===== src/rtl/regfile_wb_arbiter.sv =====
// Round-robin write-back arbiter for a single-write-port register file.
// The winning write is registered for one cycle, and a pending-write busy mask is kept for hazard stalls.
module regfile_wb_arbiter #(
  parameter int NUM_REQ = 3,
  parameter int ADDR_W  = 5,
  parameter int DATA_W  = 32
) (
  input  logic                      clk,
  input  logic                      rst_n,
  input  logic [NUM_REQ-1:0]        req_valid,
  input  logic [NUM_REQ*ADDR_W-1:0] req_addr,
  input  logic [NUM_REQ*DATA_W-1:0] req_data,
  output logic [NUM_REQ-1:0]        req_ready,
  input  logic                      busy_set_en,
  input  logic [ADDR_W-1:0]         busy_set_addr,
  output logic                      we3,
  output logic [ADDR_W-1:0]         a3,
  output logic [DATA_W-1:0]         wd3,
  output logic [2**ADDR_W-1:0]      busy_mask
);

  localparam int IDX_W = $clog2(NUM_REQ);

  logic [IDX_W-1:0]  rr_ptr;
  logic [IDX_W-1:0]  cand;
  logic [IDX_W-1:0]  grant_idx;
  logic [IDX_W-1:0]  next_ptr;
  logic              found;
  logic              transfer;
  logic [ADDR_W-1:0] sel_addr;
  logic [DATA_W-1:0] sel_data;

  // Arbitration looks only at req_valid and rr_ptr, so ready never loops back through a requester.
  // NOTE: every variable written here gets a default first, so no latch is inferred.
  always_comb begin
    cand      = '0;
    grant_idx = '0;
    found     = 1'b0;
    for (int k = 0; k < NUM_REQ; k++) begin
      cand = IDX_W'((int'(rr_ptr) + k) % NUM_REQ);
      if (!found && req_valid[cand]) begin
        found     = 1'b1;
        grant_idx = cand;
      end
    end
  end

  always_comb begin
    req_ready = '0;
    if (found && rst_n) req_ready[grant_idx] = 1'b1;
  end

  assign transfer = found & rst_n;
  assign sel_addr = req_addr[grant_idx*ADDR_W +: ADDR_W];
  assign sel_data = req_data[grant_idx*DATA_W +: DATA_W];
  assign next_ptr = (grant_idx == IDX_W'(NUM_REQ - 1)) ? '0 : grant_idx + 1'b1;

  // NOTE: sequential state uses non-blocking assignments so every flop samples pre-edge values.
  always_ff @(posedge clk or negedge rst_n) begin
    if (!rst_n) begin
      rr_ptr <= '0;
      we3    <= 1'b0;
      a3     <= '0;
      wd3    <= '0;
    end else begin
      we3 <= 1'b0;
      if (transfer) begin
        rr_ptr <= next_ptr;
        a3     <= sel_addr;
        wd3    <= sel_data;
        we3    <= (sel_addr != '0);
      end
    end
  end

  // The set comes after the clear, so a newly issued producer wins over the commit of the old one.
  always_ff @(posedge clk or negedge rst_n) begin
    if (!rst_n) begin
      busy_mask <= '0;
    end else begin
      if (we3) busy_mask[a3] <= 1'b0;
      if (busy_set_en && (busy_set_addr != '0)) busy_mask[busy_set_addr] <= 1'b1;
    end
  end

endmodule

===== config.mk =====
export PLATFORM = sky130hd
export DESIGN_NAME = regfile_wb_arbiter
export DESIGN_NICKNAME = d
export VERILOG_FILES = /design/src/rtl/regfile_wb_arbiter.sv
export SDC_FILE = /design/constraint.sdc
export NUM_CORES = 1
export LEC_CHECK = 0
export ABC_CLOCK_PERIOD_IN_PS = 7100
export BUFFER_PORTS_ARGS = -buffer_cell sky130_fd_sc_hd__buf_2
export CAP_MARGIN = 20
export CORE_MARGIN = 2
export CORE_UTILIZATION = 30
export CTS_CLUSTER_DIAMETER = 150
export DETAILED_ROUTE_END_ITERATION = 16
export REMOVE_ABC_BUFFERS = 1
export SYNTH_ARGS = -nofsm -noshare
export SYNTH_HDL_FRONTEND = slang
export SYNTH_SLANG_ARGS = --single-unit

===== constraint.sdc =====
create_clock -name clk -period 7.1 [get_ports clk]
set_input_delay 0.355 -clock clk [delete_from_list [all_inputs] [get_ports clk]]
set_output_delay 0.355 -clock clk [all_outputs]
set_load 0.02 [all_outputs]

* After elaboration in Yosys (flattened, before gate mapping) *
Cells that the tools add are included.

storage, ports and cells
  bits of input ports = 122
  memories kept = 0
  word-level logic and storage cells = 62
  ROM bits = 0
  register bits after elaboration = 72
  output and inout port bits = 73
  memory bits (writable) = 0
  latch bits = 0

operators by class
  div/mod/pow operators = 3
  equal/unequal tests = 1
  $lt $le $gt $ge = 9
  multipliers = 1
  bitwise gates (word level) = 4
  $add $sub $neg = 3
  shift-type cells = 2
  reductions and logical operators = 11
  muxes and demuxes = 23

operators with widths
  cell                     number
  $shiftx A96 B8 Y32       1
  $mod A32 B3 Y32 const B  2
  $mux W32                 2
  $and A32 B32 Y32         1
  $mod A3 B3 Y32 const B   1
  $not A32 Y32             1
  $or A32 B32 Y32          1
  $shiftx A15 B6 Y5        1
  $lt A2 B3 Y1 const B     4
  $lt A5 B6 Y1 const B     2
  $demux W1 S5             2
  $ge A5 B1 Y1 const B     2
  $mux W1                  10
  $reduce_bool A5 Y1       2
  $mux W2                  4
  $logic_and A1 B1 Y1      7
  $bmux W1 S2              3
  $mul A2 B3 Y5 const B    1
  $add A2 B1 Y3 const B    1
  $add A2 B2 Y3 const B    1
  $mux W3                  1
  $add A2 B1 Y2 const B    1
  $demux W1 S2             1
  $eq A2 B2 Y1 const B     1
  other kinds (3)          4

* Depth between registers and ports, before layout *
Gate-level depths: netlist of run 1.

  depth in word-level cells = 15
  gate-level depth with buffers = 11

* Worst setup path after synthesis of run 1 *
OpenSTA, ideal clock, no wires.

  path kind = register to output
  start = register rr_ptr[0]
  end = output req_ready[1]
  stages on the path, launching flop included = 9
  path buffers = 3
  arrival time = 2.606 ns
  data required time = 6.745 ns
  setup slack = 4.139 ns
  cell sequence = dfrtp_1 > inv_1 > ha_1 > clkbuf_1 > mux2_2 > a21bo_2 > buf_2 > clkbuf_1 > nor4b_1

between the ends
  word-level cells in the longest chain between the ends = 15
  elaborated cells between the ends (all ways) = 28
  classes of those cells = add/sub: 2; div: 3; order compare: 2; mux: 15; reduce/logical: 6

ends and longest elaborated chain
  item                                                      RTL line  text
  start, declared                                           24        logic [IDX_W-1:0] rr_ptr;
  start signal, assigned                                    68        rr_ptr <= next_ptr;
  branches (longest 14 deep; another with $mod A32 B3 Y32)  -
  $mux W3 *                                                 50        if (found && rst_n) req_ready[grant_idx] = 1'b1;
  end, declared                                             13        output logic [NUM_REQ-1:0] req_ready,

Mark *: on every way between the ends. The select of a mux whose other input is x is not followed.

* Worst setup path after layout of run 1 *
  start = register rr_ptr[1]
  end = output req_ready[2]

The elaborated chain is that of the path after synthesis.

==> flow_summary_export.csv, run 1 <==
group,metric,value,unit
clocking,post_cts_resized,0,
worst_setup_path,crit_path_top_delay_cell,"buf_4",
routing,ant_nets,0,
synth,yosys_warnings,0,
global_route,track_usage,15.6,%
routing,drt_wl_total,11600,um
routing,drt_pre_antenna_iters,6,
routing,met3_length,776,um
worst_setup_path,crit_cells,9,
floorplanning,die-area,14400,um2
clocking,cts_buffer_depth,2,
worst_setup_path,critPathTopFamily,"buffers and inverters",
synth,avgSynthCellArea,10.2,um2
synth,yosys.area_share.simple,11.0,%
power,finalPower,2.72,mW
clocking,cts-root-buf,"clkbuf_16",
floorplanning,rows,42,
timing,clock-skew-final,0.00521,ns
synth,synth_compound_area_share,18.4,%
cells_and_area,final_cell_mix,"buf_2, o21ai_0, dfrtp_1",
cells_and_area,syn2layout_area_growth,35.0,%
synth,synthMuxAreaShare,21.1,%
synth,ys_seq_area_share,44.6,%
synth,syn_area,4040,um2
global_route,grt_pass1_vias,3534,
synth,synth-adder-area-share,1.24,%
placed_design,routabilityCongestion,0.819,
routing,wl_met1,4970,um
clocking,cts_made_buffers,9,
worst_setup_path,slowest_delay,0.51,ns
power,peakVddDrop,0.000190,V
timing,setup_violations,0,
global_route,grt_overflow,0,
clocking,cts_setup_buffers,0,
routing,routed_via_density,4.93,
global_route,grt_antenna_before_repair,0,
timing,fin_ws,3.52,ns
floorplanning,initial_utilization,30.7,%
worst_setup_path,r2r.worst_path.cells,9,
timing,relSlewSlack,38.2,%
worst_setup_path,cp_data_arrival_time,3.22,ns
cells_and_area,drive_gt1_share,43.3,%
synth,ys_seq_elements,72,
worst_setup_path,critPathBufInv,3,
clocking,cts_hold_buf,0,
synth,synth.distinct_cells,47,
run,maxCapViolations,0,
cells_and_area,final_cell_area,5460,um2
cells_and_area,fin_util,41.4,%
clocking,cts_tree,"yes",
routing,avgRoutedWirePerCell,15.1,um
global_route,grt_pass1_wl,17900,um
timing,slew_violations,0,
placed_design,dpl_cell_area,5130,um2
worst_setup_path,worstPathRequired,6.74,ns
synth,yosys_most_used_dff,"dfrtp_1",
worst_setup_path,critPathMaxFanout,63,
placed_design,dp_slack,3.77,ns
clocking,clkLatencyLatePin,0.33,ns
cells_and_area,fin_cells,765,
global_route,grt_max_degree,74,
clocking,htree_levels,3,
timing,whs,0.145,ns
timing,fin_crit_sh,50.4,%
timing,period_minus_slack,3.58,ns
power,p_leak,2.71,nW
worst_setup_path,path_class,"reg2out",
cells_and_area,antenna_cells,0,
power,p_per_area,498,nW/um2
placed_design,port_buffers,194,
cells_and_area,nFillCells,1315,
clocking,clkSinkCount,72,
run_status,outcome,"finished clean",
routing,initialDrtViolationCount,254,
clocking,path_clk_slew,0.06,ns
timing,fmax,0.279,GHz
timing,tns,0,ns
floorplanning,ioPinCount,195,
synth,synthArstFlopShare,100,%
placed_design,dp_hpwl,8700,um
synth,synth-edff-count,0,
timing,hold_violations,0,
cells_and_area,nets,710,
worst_setup_path,setup.worst_path.end_class,"primary output",
synth,synthCells,398,
routing,wl_met2,5730,um
placed_design,placedCellCount,748,
min_path,hold_class,"in2async",
synth,synth_xor_area_share,0,%
floorplanning,core,13200,um2
timing,tightest_slew,0.926,ns
floorplanning,die_w,120,um
synth,synth_top_family_by_area,"multiplexers",
routing,top_layer_used,"met4",
routing,vias,3775,
worst_setup_path,crit_chain,"inv_1, ha_1, mux2i_1, o21ai_1, nor3_1, a21bo_2, buf_4, nor2_1, buf_2",
worst_setup_path,critPathLaunchType,"flip-flop",
timing,grt_setup_unrepaired,"false",
floorplanning,die_y,120,um
cells_and_area,mostFrequentLayoutCell,"buf_2",
routing,post-route-drc-count,0,
layer usage:
metal / vias up / GRT usage, %
li1: 1819 / -
met1: 1778 / 18.9
met2: 167 / 27.1
met3: 11 / 3.99
met4: 0 / 4.34
met5: - / 0
where the power goes:
group	internal, mW	switching [mW]
Clock	0.292	0.170
Combinational	0.626	0.896
Sequential	0.610	0.124
final cells by class:
| class | instances | area (um2) | share of cell area [%] |
|---|---|---|---|
| sequential | 72 | 1800 | 33.0 |
| multi-input combinational | 298 | 2100 | 38.5 |
| timing repair buffer | 197 | 1010 | 18.5 |
| tap | 176 | 220 | 4.03 |
| inverter | 6 | 22.5 | 0.412 |
| clock buffer | 12 | 256 | 4.70 |
| clock inverter | 4 | 51.3 | 0.940 |
kinds of logic after synthesis:
group | after synthesis
compound gates | 131
fa+ha+maj | 4
buf+inv | 28
flops | 72
mux | 73
simple gates | 90
flip-flops by register name, summed over array words and instances (netlist names):
signal / cells
busy_mask: 32
we3: 1
rr_ptr: 2
wd3: 32
a3: 5
synthesized netlist by cell type (2+ instances only):
cell,instances,share of area [%]
buf_4,3,0.56
a41oi_1,2,0.43
nand2_1,45,4.2
a31oi_1,2,0.31
mux2i_1,39,9.7
clkbuf_1,11,1.0
or3_1,3,0.46
o22a_1,2,0.43
or3b_2,3,0.65
buf_2,4,0.50
nor2_1,11,1.0
a21boi_0,2,0.37
mux2_2,13,3.6
a21oi_1,5,0.62
a211oi_1,2,0.37
nand3_1,7,0.87
o21ai_1,11,1.4
a21o_1,2,0.37
nand2b_1,4,0.62
buf_6,4,1.1
nand3b_1,9,1.7
mux2_4,21,7.8
inv_1,6,0.56
dfrtp_1,72,45
o21ai_0,90,11
ha_1,4,1.2
worst paths after layout:
check,start,endpoint,slack [ns]
worst min register to register,wd3[16]$_DFFE_PN0P_,wd3[16]$_DFFE_PN0P_,0.47
worst max register to register,rr_ptr[1]$_DFFE_PN0P_,wd3[20]$_DFFE_PN0P_,4.15
max in group asynchronous,rst_n,rr_ptr[0]$_DFFE_PN0P_,6.33
worst max-delay path,rr_ptr[1]$_DFFE_PN0P_,req_ready[2],3.52
min in group clk,req_data[94],wd3[30]$_DFFE_PN0P_,0.30
worst min-delay path,rst_n,busy_mask[0]$_DFF_PN0_,0.14
Note: power is estimated with default switching activity, not from simulation.
==> run 2: changes to the inputs <==
--- a/config.mk
+++ b/config.mk
@@ -5,7 +5,7 @@
 export SDC_FILE = /design/constraint.sdc
 export NUM_CORES = 1
 export LEC_CHECK = 0
-export ABC_CLOCK_PERIOD_IN_PS = 7100
+export ABC_CLOCK_PERIOD_IN_PS = 3100
 export BUFFER_PORTS_ARGS = -buffer_cell sky130_fd_sc_hd__buf_2
 export CAP_MARGIN = 20
 export CORE_MARGIN = 2
==> constraint.sdc (replaced) <==
create_clock -name clk -period 3.1 [get_ports clk]
set_input_delay 0.155 -clock clk [delete_from_list [all_inputs] [get_ports clk]]
set_output_delay 0.155 -clock clk [all_outputs]
set_load 0.02 [all_outputs]
==> run 2 against run 1 <==
Effect of this change:
- wire length grew 3.4%
- combinational power grew 130%
- clock skew grew 0.0022 ns
- critical path type unchanged
- critical endpoint unchanged
- largest power group unchanged
==> flow_summary_export.csv, run 2 (synthesized netlist as in run 1, its figures left out) <==
group,metric,value,unit
run_status,outcome,"finished clean",
placed_design,dp_slack,0.302,ns
floorplanning,die-area,14400,um2
clocking,cts_made_buffers,9,
floorplanning,ioPinCount,195,
timing,relSlewSlack,38.3,%
power,power_frac_seq,26.7,%
clocking,clkLatencyLatePin,0.34,ns
timing,setup_violations,0,
timing,fin_ws,0.244,ns
cells_and_area,final_cell_mix,"buf_2, o21ai_0, dfrtp_1",
clocking,cts_buffer_depth,2,
power,p_leak,2.73,nW
worst_setup_path,critPathTopFamily,"buffers and inverters",
routing,post-route-drc-count,0,
clocking,cts-root-buf,"clkbuf_16",
worst_setup_path,worstPathRequired,2.94,ns
worst_setup_path,critPathBufInv,3,
timing,whs,0.0863,ns
routing,drt_pre_antenna_iters,4,
clocking,cts_hold_buf,0,
cells_and_area,drive_gt1_share,44.0,%
global_route,track_usage,16.8,%
cells_and_area,mostFrequentLayoutCell,"buf_2",
worst_setup_path,critPathLaunchType,"flip-flop",
floorplanning,initial_utilization,30.7,%
placed_design,dpl_cell_area,5210,um2
worst_setup_path,slowest_delay,0.41,ns
worst_setup_path,crit_chain,"inv_1, ha_2, mux2i_1, o21ai_1, nor3_2, a21bo_2, buf_12, nor2_1, buf_2",
cells_and_area,antenna_cells,0,
global_route,grt_max_degree,73,
min_path,hold_class,"in2async",
clocking,htree_levels,3,
timing,period_minus_slack,2.86,ns
timing,tightest_slew,0.925,ns
worst_setup_path,crit_path_top_delay_cell,"dfrtp_1",
cells_and_area,largestRegisters,"busy_mask: 32 flops, wd3: 32 flops, a3: 5 flops",
routing,avgRoutedWirePerCell,15.6,um
power,peakVddDrop,0.000469,V
run,maxCapViolations,0,
worst_setup_path,r2r.worst_path.cells,9,
routing,ant_nets,0,
clocking,cts_setup_buffers,0,
cells_and_area,syn2layout_area_growth,36.3,%
timing,clock-skew-final,0.00744,ns
cells_and_area,final_cell_area,5510,um2
worst_setup_path,critPathMaxFanout,59,
floorplanning,die_w,120,um
worst_setup_path,cp_data_arrival_time,2.70,ns
global_route,grt_pass1_wl,19000,um
timing,hold_violations,0,
timing,grt_setup_unrepaired,"false",
power,clkPwrFrac,16.6,%
global_route,grt_pass1_vias,3798,
floorplanning,rows,42,
placed_design,port_buffers,194,
worst_setup_path,path_class,"reg2out",
worst_setup_path,setup.worst_path.end_class,"primary output",
power,p_sw,2.77,mW
routing,vias,3792,
clocking,cts_tree,"yes",
floorplanning,core,13200,um2
clocking,path_clk_slew,0.06,ns
floorplanning,die_y,120,um
timing,fmax,0.350,GHz
placed_design,dp_hpwl,8970,um
cells_and_area,nets,714,
power,switching_share,44.0,%
power,internal_power,3.52,mW
routing,initialDrtViolationCount,261,
timing,slew_violations,0,
clocking,clkSinkCount,72,
power,p_per_area,1140,nW/um2
routing,routed_via_density,4.93,
placed_design,routabilityCongestion,0.865,
global_route,grt_overflow,0,
power,power_frac_comb,56.8,%
timing,fin_crit_sh,92.1,%
global_route,grt_antenna_before_repair,0,
routing,drt_wl_total,12000,um
worst_setup_path,crit_cells,9,
==> run 2: path summary, 6_finish.rpt <==
check,startpoint,slack [ns],endpoint
max,rr_ptr[1]$_DFFE_PN0P_,0.24,req_ready[2]
min,rst_n,0.09,busy_mask[14]$_DFF_PN0_
max reg2reg,rr_ptr[0]$_DFFE_PN0P_,0.29,wd3[13]$_DFFE_PN0P_
min reg2reg,wd3[7]$_DFFE_PN0P_,0.48,wd3[7]$_DFFE_PN0P_
max in group asynchronous,rst_n,2.41,wd3[18]$_DFFE_PN0P_
min in group clk,req_data[93],0.09,wd3[29]$_DFFE_PN0P_
==> run 2: area by class of cell <==
cell class              count  area, um2
repair buffers            201       1060
inverters                   6       22.5
clock buffers              10        229
fillers                  1300       7680
flip-flops and latches     72       1800
well taps                 176        220
clock inverters             6       67.6
multi-input cells         298       2110
==> run 2: power groups by stage <==
stage / Clock [mW] / Combinational, mW / Sequential (mW)
3_5_place_dp: 0 / 3.60 / 1.69
5_1_grt: 1.11 / 3.90 / 1.74
2_1_floorplan: 0 / 1.96 / 2.19
3_3_place_gp: 0 / 3.55 / 1.67
4_1_cts: 1.08 / 3.60 / 1.68
6_report: 1.04 / 3.57 / 1.68
==> run 2: layer usage <==
layer,share of wire [%],up-vias,global-route usage [%]
met2,50,162,29.8
met1,41,1779,19.3
met3,7.8,19,4.61
met4,1.7,0,5.66
li1,-,1832,-
met5,0,-,0
==> run 2: timing repair <==
action,4_1_cts,5_1_grt
setup endpoints to repair,0,3
endpoints found under the hold margin,0,0
gates resized for setup,0,2
==> run 2: metrics by stage <==
| step | TNS (ns) | util (%) | power, mW | instances |
|---|---|---|---|---|
| 2_1_floorplan | -42.65 | - | 4.15 | 376 |
| 3_3_place_gp | 0 | 39.5 | 5.22 | 753 |
| 3_5_place_dp | 0 | 39.5 | 5.29 | 753 |
| 4_1_cts | 0 | 41.7 | 6.36 | 769 |
| 5_1_grt | 0 | 41.8 | 6.75 | 769 |
| 6_report | 0 | 41.8 | 6.29 | 769 |
==> run 3: changes to the inputs <==
--- a/config.mk
+++ b/config.mk
@@ -5,7 +5,6 @@
 export SDC_FILE = /design/constraint.sdc
 export NUM_CORES = 1
 export LEC_CHECK = 0
-export ABC_CLOCK_PERIOD_IN_PS = 3100
 export BUFFER_PORTS_ARGS = -buffer_cell sky130_fd_sc_hd__buf_2
 export CAP_MARGIN = 20
 export CORE_MARGIN = 2
==> constraint.sdc (replaced) <==
create_clock -name clk -period 3.6 [get_ports clk]
set_input_delay 0.18 -clock clk [delete_from_list [all_inputs] [get_ports clk]]
set_output_delay 0.18 -clock clk [all_outputs]
set_load 0.02 [all_outputs]
==> run 3 against run 2 <==
Effect of this change:
- setup slack better by 0.19 ns
- power is 13% lower
- non-clock buffer count is 1 lower
- flip-flop and latch count stayed put
- combinational power is 15% lower
- via count is 0.21% lower
- final cell count is 0.13% lower
- clock power hardly changed
- die area stayed put
- hold slack better by 0.025 ns
- register-to-register slack better by 0.42 ns
- largest power group unchanged
- highest routed layer unchanged
==> flow_summary_export.csv, run 3 (synthesized netlist as in run 1, its figures left out) <==
group,metric,value,unit
global_route,grt_antenna_before_repair,0,
routing,vias,3784,
worst_setup_path,setup.worst_path.end_class,"primary output",
routing,post-route-drc-count,0,
power,peakVddDrop,0.000322,V
floorplanning,ioPinCount,195,
routing,initialDrtViolationCount,254,
cells_and_area,drive_gt1_share,43.6,%
clocking,clkLatencyLatePin,0.32,ns
worst_setup_path,cp_data_arrival_time,2.99,ns
run,maxCapViolations,0,
power,clkPwrFrac,18.6,%
global_route,grt_pass1_wl,18500,um
routing,drt_pre_antenna_iters,4,
placed_design,dp_hpwl,8770,um
timing,period_minus_slack,3.17,ns
placed_design,port_buffers,194,
power,p_leak,2.75,nW
worst_setup_path,path_class,"reg2out",
placed_design,routabilityCongestion,0.780,
clocking,cts_hold_buf,0,
floorplanning,die_y,120,um
global_route,track_usage,16.0,%
routing,avgRoutedWirePerCell,14.9,um
timing,grt_setup_unrepaired,"false",
timing,relSlewSlack,38.6,%
worst_setup_path,worstPathRequired,3.42,ns
power,switching_share,42.4,%
clocking,path_clk_slew,0.06,ns
timing,hold_violations,0,
placed_design,dpl_cell_area,5190,um2
worst_setup_path,critPathMaxFanout,25,
cells_and_area,final_cell_mix,"buf_2, o21ai_0, dfrtp_1",
timing,fin_crit_sh,87.9,%
routing,ant_nets,0,
power,power_frac_comb,55.2,%
power,internal_power,3.17,mW
cells_and_area,syn2layout_area_growth,36.9,%
global_route,grt_pass1_vias,3688,
clocking,cts_setup_buffers,0,
floorplanning,rows,42,
floorplanning,core,13200,um2
timing,tightest_slew,0.920,ns
cells_and_area,final_cell_area,5530,um2
min_path,hold_class,"in2async",
timing,slew_violations,0,
power,p_per_area,993,nW/um2
floorplanning,die-area,14400,um2
global_route,grt_overflow,0,
global_route,grt_max_degree,73,
power,power_frac_seq,26.2,%
timing,setup_violations,0,
clocking,cts_tree,"yes",
timing,clock-skew-final,0.00803,ns
clocking,clkSinkCount,72,
routing,drt_wl_total,11400,um
routing,routed_via_density,4.93,
clocking,cts_buffer_depth,2,
cells_and_area,largestRegisters,"busy_mask: 32 flops, wd3: 32 flops, a3: 5 flops",
power,finalPower,5.49,mW
cells_and_area,nets,713,
floorplanning,die_w,120,um
worst_setup_path,critPathLaunchType,"flip-flop",
run_status,outcome,"finished clean",
floorplanning,initial_utilization,30.7,%
power,p_sw,2.33,mW
clocking,cts_made_buffers,9,
timing,fmax,0.316,GHz
cells_and_area,antenna_cells,0,
clocking,cts-root-buf,"clkbuf_16",
clocking,post_cts_resized,0,
clocking,htree_levels,3,
cells_and_area,mostFrequentLayoutCell,"buf_2",
[run 3: power groups by stage]
stage	Combinational (mW)	Clock, mW	Sequential [mW]
2_1_floorplan	1.69	0	1.88
3_3_place_gp	3.02	0	1.45
3_5_place_dp	3.07	0	1.45
4_1_cts	3.07	1.05	1.44
5_1_grt	3.31	1.09	1.50
6_report	3.03	1.02	1.44
[run 3: cell type report]
cell class,count,area [um2]
fill,1322,7660
sequential,72,1800
tap,176,220
inverter,6,22.5
multi-input combinational,298,2100
timing repair buffer,200,1040
clock buffer,11,243
clock inverter,5,104
[run 3: stage by stage]
step	setup slack, ns	setup TNS [ns]	std cells	utilization [%]	hold slack (ns)
floorplan	-0.709	-23.18	376	-	-0.116
global placement	0.726	0	752	39.3	0.459
detailed placement	0.675	0	752	39.3	0.467
CTS	0.398	0	768	42.0	0.120
global route	0.136	0	768	42.0	0.137
finish	0.434	0	768	42.0	0.111
[run 3: per-layer routing]
layer  up-vias  track usage (%)  wire, um
li1       1838                -         -
met1      1784             20.1      4870
met2       155             27.7      5700
met3         7             3.18       794
met4         0             4.49        74
met5         -                0         0
[run 3: worst max-delay path: stages, from the launching register on]
cell,delay [ns]
dfrtp_1,0.41
inv_1,0.09
ha_1,0.37
mux2i_1,0.32
nor2_1,0.12
o221a_2,0.31
nor2_4,0.48
buf_12,0.28
nor2_1,0.08
buf_2,0.18
[run 3: final timing paths]
| check | start | end | slack (ns) | cells past startpoint |
|---|---|---|---|---|
| max | rr_ptr[1]$_DFFE_PN0P_ | req_ready[2] | 0.43 | 9 |
| min | rst_n | rr_ptr[0]$_DFFE_PN0P_ | 0.11 | 2 |
| max reg2reg | rr_ptr[1]$_DFFE_PN0P_ | wd3[3]$_DFFE_PN0P_ | 0.71 | 9 |
| min reg2reg | wd3[14]$_DFFE_PN0P_ | wd3[14]$_DFFE_PN0P_ | 0.47 | 2 |
| max in group asynchronous | rst_n | wd3[25]$_DFFE_PN0P_ | 2.88 | 2 |
| min in group clk | req_data[72] | wd3[8]$_DFFE_PN0P_ | 0.13 | 3 |
